## src/rtl/lsu_pkg.sv

```systemverilog
// rtl/lsu_pkg.sv - shared encodings and state type for the load/store unit
package lsu_pkg;

    localparam int MEM_WORDS_DEFAULT = 256;

    localparam logic [1:0] SIZE_BYTE = 2'd0;
    localparam logic [1:0] SIZE_HALF = 2'd1;
    localparam logic [1:0] SIZE_WORD = 2'd2;

    typedef enum logic [1:0] {
        ST_IDLE  = 2'd0,
        ST_READ  = 2'd1,
        ST_WRITE = 2'd2,
        ST_RESP  = 2'd3
    } lsu_state_e;

endpackage

```

## src/rtl/lsu_lane_merge.sv

```systemverilog
// rtl/lsu_lane_merge.sv - little-endian lane insert for stores and lane extract/extend for loads
module lsu_lane_merge
    import lsu_pkg::*;
(
    input  logic [31:0] word_in,
    input  logic [1:0]  lane,
    input  logic [1:0]  size,
    input  logic        sign_ext,
    input  logic [31:0] store_data,
    output logic [31:0] merged_word,
    output logic [31:0] load_value
);

    logic [4:0]  byte_shamt;
    logic [4:0]  half_shamt;
    logic [31:0] shifted;

    always_comb begin
        byte_shamt  = {lane, 3'b000};
        half_shamt  = {lane[1], 4'b0000};
        merged_word = store_data;
        load_value  = word_in;
        shifted     = word_in;
        case (size)
            SIZE_BYTE: begin
                merged_word = (word_in & ~(32'h0000_00FF << byte_shamt))
                            | ({24'h0, store_data[7:0]} << byte_shamt);
                shifted     = word_in >> byte_shamt;
                load_value  = {{24{sign_ext & shifted[7]}}, shifted[7:0]};
            end
            SIZE_HALF: begin
                merged_word = (word_in & ~(32'h0000_FFFF << half_shamt))
                            | ({16'h0, store_data[15:0]} << half_shamt);
                shifted     = word_in >> half_shamt;
                load_value  = {{16{sign_ext & shifted[15]}}, shifted[15:0]};
            end
            default: begin
                merged_word = store_data;
                load_value  = word_in;
            end
        endcase
    end

endmodule

```

## src/rtl/load_store_unit.sv

```systemverilog
// rtl/load_store_unit.sv - multicycle byte/half/word load-store sequencer with read-modify-write
module load_store_unit
    import lsu_pkg::*;
#(
    parameter int MEM_WORDS = MEM_WORDS_DEFAULT
) (
    input  logic        clk,
    input  logic        rst,
    input  logic        start,
    input  logic        is_store,
    input  logic [1:0]  size,
    input  logic        sign_ext,
    input  logic [31:0] addr,
    input  logic [31:0] store_data,
    output logic        busy,
    output logic        done,
    output logic        fault,
    output logic [31:0] load_data,
    output logic [15:0] mem_addr,
    output logic        mem_write_en,
    output logic [31:0] mem_write_data,
    input  logic [31:0] mem_read_data
);

    lsu_state_e  state_q, state_d;
    logic        is_store_q, is_store_d;
    logic [1:0]  size_q, size_d;
    logic        sign_ext_q, sign_ext_d;
    logic [1:0]  lane_q, lane_d;
    logic [31:0] store_data_q, store_data_d;
    logic        fault_q, fault_d;
    logic [31:0] load_data_q, load_data_d;
    logic [15:0] mem_addr_q, mem_addr_d;
    logic        mem_write_en_q, mem_write_en_d;
    logic [31:0] mem_write_data_q, mem_write_data_d;

    logic        req_fault;
    logic [31:0] merged_word;
    logic [31:0] load_value;

    // Memory read data is combinational on the registered address, so the merge
    // works straight off it during READ and the result is registered on exit.
    lsu_lane_merge u_lane_merge (
        .word_in     (mem_read_data),
        .lane        (lane_q),
        .size        (size_q),
        .sign_ext    (sign_ext_q),
        .store_data  (store_data_q),
        .merged_word (merged_word),
        .load_value  (load_value)
    );

    always_comb begin
        req_fault = (size == 2'd3)
                 || (size == SIZE_HALF && addr[0])
                 || (size == SIZE_WORD && addr[1:0] != 2'b00)
                 || ({2'b00, addr[31:2]} >= 32'(MEM_WORDS));
    end

    always_comb begin
        state_d          = state_q;
        is_store_d       = is_store_q;
        size_d           = size_q;
        sign_ext_d       = sign_ext_q;
        lane_d           = lane_q;
        store_data_d     = store_data_q;
        fault_d          = fault_q;
        load_data_d      = load_data_q;
        mem_addr_d       = mem_addr_q;
        mem_write_en_d   = 1'b0;
        mem_write_data_d = mem_write_data_q;
        case (state_q)
            ST_IDLE: begin
                if (start) begin
                    is_store_d   = is_store;
                    size_d       = size;
                    sign_ext_d   = sign_ext;
                    lane_d       = addr[1:0];
                    store_data_d = store_data;
                    mem_addr_d   = addr[17:2];
                    fault_d      = req_fault;
                    if (req_fault) begin
                        state_d = ST_RESP;
                    end else if (is_store && size == SIZE_WORD) begin
                        mem_write_data_d = store_data;
                        mem_write_en_d   = 1'b1;
                        state_d          = ST_WRITE;
                    end else begin
                        state_d = ST_READ;
                    end
                end
            end
            ST_READ: begin
                if (is_store_q) begin
                    mem_write_data_d = merged_word;
                    mem_write_en_d   = 1'b1;
                    state_d          = ST_WRITE;
                end else begin
                    load_data_d = load_value;
                    state_d     = ST_RESP;
                end
            end
            ST_WRITE: begin
                state_d = ST_RESP;
            end
            default: begin
                state_d = ST_IDLE;
            end
        endcase
    end

    always_ff @(posedge clk or posedge rst) begin
        if (rst) begin
            state_q          <= ST_IDLE;
            is_store_q       <= 1'b0;
            size_q           <= SIZE_BYTE;
            sign_ext_q       <= 1'b0;
            lane_q           <= 2'b00;
            store_data_q     <= 32'h0;
            fault_q          <= 1'b0;
            load_data_q      <= 32'h0;
            mem_addr_q       <= 16'h0;
            mem_write_en_q   <= 1'b0;
            mem_write_data_q <= 32'h0;
        end else begin
            state_q          <= state_d;
            is_store_q       <= is_store_d;
            size_q           <= size_d;
            sign_ext_q       <= sign_ext_d;
            lane_q           <= lane_d;
            store_data_q     <= store_data_d;
            fault_q          <= fault_d;
            load_data_q      <= load_data_d;
            mem_addr_q       <= mem_addr_d;
            mem_write_en_q   <= mem_write_en_d;
            mem_write_data_q <= mem_write_data_d;
        end
    end

    assign busy           = (state_q != ST_IDLE);
    assign done           = (state_q == ST_RESP);
    assign fault          = done && fault_q;
    assign load_data      = load_data_q;
    assign mem_addr       = mem_addr_q;
    assign mem_write_en   = mem_write_en_q;
    assign mem_write_data = mem_write_data_q;

endmodule

```

## config.mk

```make
export PLATFORM = sky130hd
export DESIGN_NAME = load_store_unit
export DESIGN_NICKNAME = d
export VERILOG_FILES = /design/src/rtl/lsu_pkg.sv /design/src/rtl/lsu_lane_merge.sv /design/src/rtl/load_store_unit.sv
export SDC_FILE = /design/constraint.sdc
export NUM_CORES = 1
export LEC_CHECK = 0
export CAP_MARGIN = 25
export CELL_PAD_IN_SITES_DETAIL_PLACEMENT = 0
export CELL_PAD_IN_SITES_GLOBAL_PLACEMENT = 1
export CORE_ASPECT_RATIO = 1.2
export CORE_MARGIN = 2
export CORE_UTILIZATION = 35
export DETAILED_ROUTE_END_ITERATION = 10
export PLACE_DENSITY = 0.72
export SLEW_MARGIN = 10
export SYNTH_ARGS = -nofsm -noshare
export SYNTH_HDL_FRONTEND = slang
export SYNTH_HIERARCHICAL = 1
export SYNTH_SLANG_ARGS = --single-unit
```

## constraint.sdc

```tcl
create_clock -name clk -period 11 [get_ports clk]
set_input_delay 3.3 -clock clk [delete_from_list [all_inputs] [get_ports clk]]
set_output_delay 3.3 -clock clk [all_outputs]
set_load 0.01 [all_outputs]
```

# Word-level counts from Yosys, hierarchy flattened
# Index checks and enable logic that the tools add are counted.
classes:
  muxes: 17
  eq_ne: 11
  bitwise: 9
  magnitude_cmp: 1
  n_shift: 6
  reduce_logical: 15
ops:
  columns: ["op", "n"]
  rows:
  - ["case mux 32 bit (2 select lines)", 3]
  - ["2-to-1 mux 32 bit", 4]
  - ["AND 32 bit", 2]
  - ["NOT 32 bit", 2]
  - ["bitwise OR 32 bit", 2]
  - ["left shift 16 x 5 -> 32 bit", 1]
  - ["left shift 16 x 5 -> 32 bit, first input constant", 1]
  - ["left shift 8 x 5 -> 32 bit", 1]
  - ["left shift 8 x 5 -> 32 bit, first input constant", 1]
  - [">> shifter 32 x 5 -> 16 bit", 1]
  - [">> shifter 32 x 5 -> 8 bit", 1]
  - [">= comparator 30 x 9 -> 1 bit, second input constant", 1]
  - ["equality test 2 bit, second input constant", 4]
  - ["!= test 2 bit, second input constant", 4]
  - ["equality test 2 x 1 -> 1 bit, second input constant", 3]
  - ["2-to-1 mux 2 bit", 3]
  - ["case mux 2 bit (3 select lines)", 1]
  - ["nonzero test 2 bit", 3]
  - ["2-to-1 mux 1 bit", 5]
  - ["AND reduction 5 bit", 1]
  - ["logical AND 1 bit", 4]
  - ["logical NOT 2 bit", 2]
  - ["AND reduction 2 bit", 2]
  - ["logical OR 1 bit", 3]
  - ["other kinds (3)", 4]
word_totals:
  word_cells: 70
  output_inout_bits: 84
  ff_bits: 122
  in_bits: 103

# Logic depth before layout (Yosys ltp)
depth:
  word_depth: 8
  ltp_mapped: 9
  ltp_nobuf: 7

# By module
# Netlist, hierarchy kept.
modules_own_cells:
  columns: ["module", "instances", "area_each_um2", "cells_each", "seq_area_each_um2"]
  rows:
  - ["load_store_unit", 1, 5218.8, 334, 3052.9]
  - ["lsu_lane_merge", 1, 1634.1, 247, 0.0]

# Worst setup path before layout
# Ideal clock, no wire load.
synth_path:
  kind: "in2reg"
  start: "input port addr[29]"
  end: "register mem_write_data_q[0], in the netlist mem_write_data[0]"
  n_path_buf: 1
  slack_ps: 6300
  arrival_time_ps: 4575
  cell_stages: 6
  setup_time_ps: 125
  required_ps: 10875
  cell_sequence: "nor4_1 -> nand4_1 -> nor3_4 -> a21oi_2 -> buf_6 -> mux2_4"
synth_via:
  elab_chain_len: 4
synth_lines:
  columns: ["item", "line_no", "rtl"]
  rows:
  - ["start, declared", "load_store_unit.sv:13", "input logic [31:0] addr,"]
  - [">= comparator 30 x 9 -> 1 bit", "load_store_unit.sv:57", "|| ({2'b00, addr[31:2]} >= 32'(MEM_WORDS));"]
  - ["logical OR 1 bit", "load_store_unit.sv:57", null]
  - ["!= test 2 bit (no line)", null, null]
  - ["AND reduction 5 bit (no line)", null, null]
  - ["end signal, assigned", "load_store_unit.sv:136", "mem_write_data_q <= mem_write_data_d;"]
  - ["end, declared", "load_store_unit.sv:35", "logic [31:0] mem_write_data_q, mem_write_data_d;"]
# No other way between the ends.
# A chain may end at the register's enable or synchronous reset.

# Final worst setup path
layout_path:
  start: "input port start"
  end: "register mem_write_data_q[30], in the netlist mem_write_data[30]"
layout_via:
  elab_chain_len: 2
layout_lines:
  columns: ["item", "line_no", "rtl"]
  rows:
  - ["start, declared", "load_store_unit.sv:9", "input logic start,"]
  - ["!= test 2 bit (no line)", null, null]
  - ["AND reduction 5 bit (no line)", null, null]
# No other way between the ends.

==> qor.csv <==
stage,metric,value,unit
layout,fin cells,1025,
floorplanning,initial cell density of the core,35.3,%
logic_synthesis,commonest register cell after synthesis,sky130_fd_sc_hd__dfrtp_1,
worst_setup_path,type of the setup path with the least slack,in2reg,
clocking,clock network latency to the later pin of the worst-skew pair,0.41,ns
placement,detailed-placement wirelength estimate,15100,um
timing,Final min period,5.70,ns
placement,gp weighted congestion,0.824,
layout,"Area growth, synth to finish",39.2,%
worst_setup_path,Startpoint Class,primary input,
floorplanning,number of ports placed on the die boundary,187,
placement,count of port buffers added during placement,186,
outcome,outcome,"finished, final reports clean",
clocking,# Post-CTS Setup Buffers,0,
worst_setup_path,arrival time of the worst setup path,6.00,ns
clocking,total number of clock tree sinks,122,
clocking,Post-CTS Hold Fix Bufs,0,
detailed_routing,total iterations of the first detailed-routing run,5,
worst_setup_path,Critical Path Fanout Max,58,
job,max-cap violations,0,
timing,"Period Utilization, post-route",51.9,%
floorplanning,width of the chip,132,um
clocking,CTS tree,built,
floorplanning,Vert. Die Dim,157,um
layout,diode insertion count for antenna repair,0,
layout,utilization of the core after routing,49.2,%
placement,count of placed standard cells including taps,992,
timing,count of final hold-check violations,0,
grt,antenna violations before repair,1,
floorplanning,number of rows created at floorplan,56,
logic_synthesis,share of flip-flops with an asynchronous set or reset,100,%
detailed_routing,vias,5393,
power,peak supply drop,0.000139,V
logic_synthesis,share of synthesized area occupied by flip-flops and latches,44.5,%
logic_synthesis,adder-cell share of the synthesized area,0.730,%
logic_synthesis,dominant cell by count in the synthesized netlist,sky130_fd_sc_hd__mux2_2,
worst_setup_path,kind of end point of the critical path,register,
layout,net total in the final layout,858,
grt,global-route wire length before repair,31800,um
timing,actual slew at the worst max-slew pin,0.897,ns
timing,Setup-failing EPs final,0,
power,total power divided by cell area,310,nW/um^2
floorplanning,Core Area,19400,um^2
timing,final-layout setup total negative slack,0,ns
logic_synthesis,count of state elements after synthesis,122,
logic_synthesis,number of enable flip-flop cells after synthesis,0,
floorplanning,overall die area,20700,um^2
timing,Worst slew margin,40.2,%
detailed_routing,DRC violation total after the first TritonRoute iteration,345,
power,static power due to leakage,0.00402,uW
clocking,CTS HTree Levels,4,
grt,largest net degree at the start of global routing,77,
clocking,CTS clock-pin slew for the worst setup and hold paths,0.05,ns
detailed_routing,total wirelength of the detailed-routed design,20800,um
logic_synthesis,number of cells produced by synthesis,581,
clocking,cells resized by post-CTS repair,0,
logic_synthesis,xor/xnor share of the synthesized area,0,%
clocking,TritonCTS Buffers,17,
logic_synthesis,most numerous cell types in the synthesized netlist,"sky130_fd_sc_hd__mux2_2 (126), sky130_fd_sc_hd__dfrtp_1 (122), sky130_fd_sc_hd__nand2_1 (45)",
grt,GRT Util Overall,20.0,%
grt,overflow left after global routing,0,
logic_synthesis,area of the mapped netlist,6850,um^2
logic_synthesis,combinational family with the most area after synthesis,multiplexers,
timing,final slew viol count,0,
layout,share of post-route cells with drive strength above 1,28.5,%
logic_synthesis,syn_area_per_cell,11.8,um^2
logic_synthesis,Post-Syn Nets,688,
detailed_routing,post-detailed-route DRC marker count,0,
clocking,Clk Tree Root Cell,sky130_fd_sc_hd__clkbuf_16,
timing,Clock Skew,0.0104,ns
detailed_routing,routed length per placed instance,20.3,um
logic_synthesis,largest cells by area after synthesis,"sky130_fd_sc_hd__dfrtp_1 (45%), sky130_fd_sc_hd__mux2_2 (21%), sky130_fd_sc_hd__mux2_4 (7.4%), sky130_fd_sc_hd__nand2_1 (2.5%), sky130_fd_sc_hd__o21ai_0 (1.8%)",
logic_synthesis,simple-gate area share of the yosys netlist,9.75,%
timing,Fmax achieved,175,MHz
detailed_routing,post-detailed-route via-to-cell ratio,5.26,
grt,via count of the first global-routing pass,5670,
logic_synthesis,area share of the largest cell type after synthesis,44.5,%
clocking,Bufs on Longest Clock Path,2,
logic_synthesis,mux cell area share after synthesis,29.5,%
worst_setup_path,worst endpoint required time,11.30,ns
timing,setup repair after global routing missed its margin,no,
layout,# fillers,1765,
logic_synthesis,Synth Area in Compound Gates,11.7,%
detailed_routing,number of nets with antenna violations after routing,0,
logic_synthesis,library cell with the largest summed area after synthesis,sky130_fd_sc_hd__dfrtp_1,
min_path,class of the worst hold path,reg2reg,
logic_synthesis,synthesis warning total,6,
logic_synthesis,distinct cell type count of the synthesized netlist,50,
## cell type report
class | instances | area [um^2] | area share (%)
clock buffer | 25 | 495 | 5.19
clock inverter | 7 | 138 | 1.44
inverter | 8 | 32.5 | 0.341
multi-input combinational | 408 | 3550 | 37.2
sequential | 122 | 3050 | 32.0
tap | 261 | 327 | 3.42
timing repair buffer | 194 | 1940 | 20.4
## flip-flops by register name, indices dropped and copies added (netlist names)
| name | count |
|---|---|
| fault_q | 1 |
| is_store_q | 1 |
| lane_q | 2 |
| load_data | 32 |
| mem_addr | 16 |
| mem_write_data | 32 |
| mem_write_en | 1 |
| sign_ext_q | 1 |
| size_q | 2 |
| state_q | 2 |
| store_data_q | 32 |
## critical path: stages
cell	delay (ns)
sky130_fd_sc_hd__clkdlybuf4s50_1	0.49
sky130_fd_sc_hd__nand2_2	0.10
sky130_fd_sc_hd__buf_4	0.59
sky130_fd_sc_hd__nor3_1	0.19
sky130_fd_sc_hd__a21oi_4	0.43
sky130_fd_sc_hd__buf_4	0.47
sky130_fd_sc_hd__mux2_2	0.39
## kinds of logic (layout without fill, tap and decap cells)
| kind of cell | count (synthesis) | in the layout |
|---|---|---|
| AOI/OAI and AO/OA | 112 | 112 |
| adders and majority gates | 4 | 4 |
| buffers and inverters | 51 | 234 |
| DFF | 122 | 122 |
| muxes | 168 | 168 |
| and+or+nand+nor | 124 | 124 |
## per-layer routing
layer	wire [um]	global-route usage (%)	up-vias
li1	-	-	2466
met1	8810	24.5	2696
met2	10200	33.4	199
met3	1240	5.73	32
met4	557	8.18	0
met5	0	0	-
## cells in the final DEF (no fill, tap or decap), types with 5 or more instances in the layout
master                            instances
sky130_fd_sc_hd__nor2b_1                  6
sky130_fd_sc_hd__nand2_1                 44
sky130_fd_sc_hd__nand3b_1                 9
sky130_fd_sc_hd__clkbuf_16               17
sky130_fd_sc_hd__nand2b_1                 9
sky130_fd_sc_hd__nor4_1                   5
sky130_fd_sc_hd__inv_1                    5
sky130_fd_sc_hd__o211ai_1                 6
sky130_fd_sc_hd__or2_2                    9
sky130_fd_sc_hd__a22oi_1                  9
sky130_fd_sc_hd__dfrtp_1                121
sky130_fd_sc_hd__a221o_1                 10
sky130_fd_sc_hd__and3_1                   8
sky130_fd_sc_hd__a21oi_1                 16
sky130_fd_sc_hd__o31ai_1                  8
sky130_fd_sc_hd__mux2_2                 126
sky130_fd_sc_hd__a21boi_0                 9
sky130_fd_sc_hd__nor3_1                   5
sky130_fd_sc_hd__o22ai_1                  8
sky130_fd_sc_hd__o221ai_1                 8
sky130_fd_sc_hd__clkdlybuf4s50_1        186
sky130_fd_sc_hd__nor2_1                  13
sky130_fd_sc_hd__mux2_4                  34
sky130_fd_sc_hd__buf_4                    7
sky130_fd_sc_hd__o21ai_0                 24
sky130_fd_sc_hd__o31a_1                   8
sky130_fd_sc_hd__mux2i_1                  7
## final timing paths
kind                       slack, ns                  to        from  depth (start not counted)
setup / recovery                5.30  mem_write_data[30]       start                          7
hold / removal                  0.48             fault_q     fault_q                          2
setup reg to reg                7.95  mem_write_data[30]  state_q[0]                          8
hold reg to reg                 0.48             fault_q     fault_q                          2
max in group asynchronous       6.60           size_q[1]         rst                          4
min in group asynchronous       3.32  mem_write_data[20]         rst                          2
## through the flow
step / area (um^2) / hold slack [ns] / setup WS (ns) / power [uW]
after floorplan: 6850 / 0.442 / 4.46 / 1800
after global placement: 8880 / 0.469 / 4.90 / 2330
after detailed placement: 8880 / 0.475 / 4.85 / 2360
after CTS: 9510 / 0.488 / 5.31 / 2970
after global routing: 9540 / 0.518 / 5.17 / 3130
final: 9540 / 0.479 / 5.30 / 2950
## power breakdown
part | switching [uW] | leakage (uW) | internal [uW]
clock | 194 | 0.000307 | 403
sequential | 179 | 0.00147 | 677
combinational | 654 | 0.00224 | 848
total | 1030 | 0.00402 | 1930
Power figures use the tool's default switching activity.
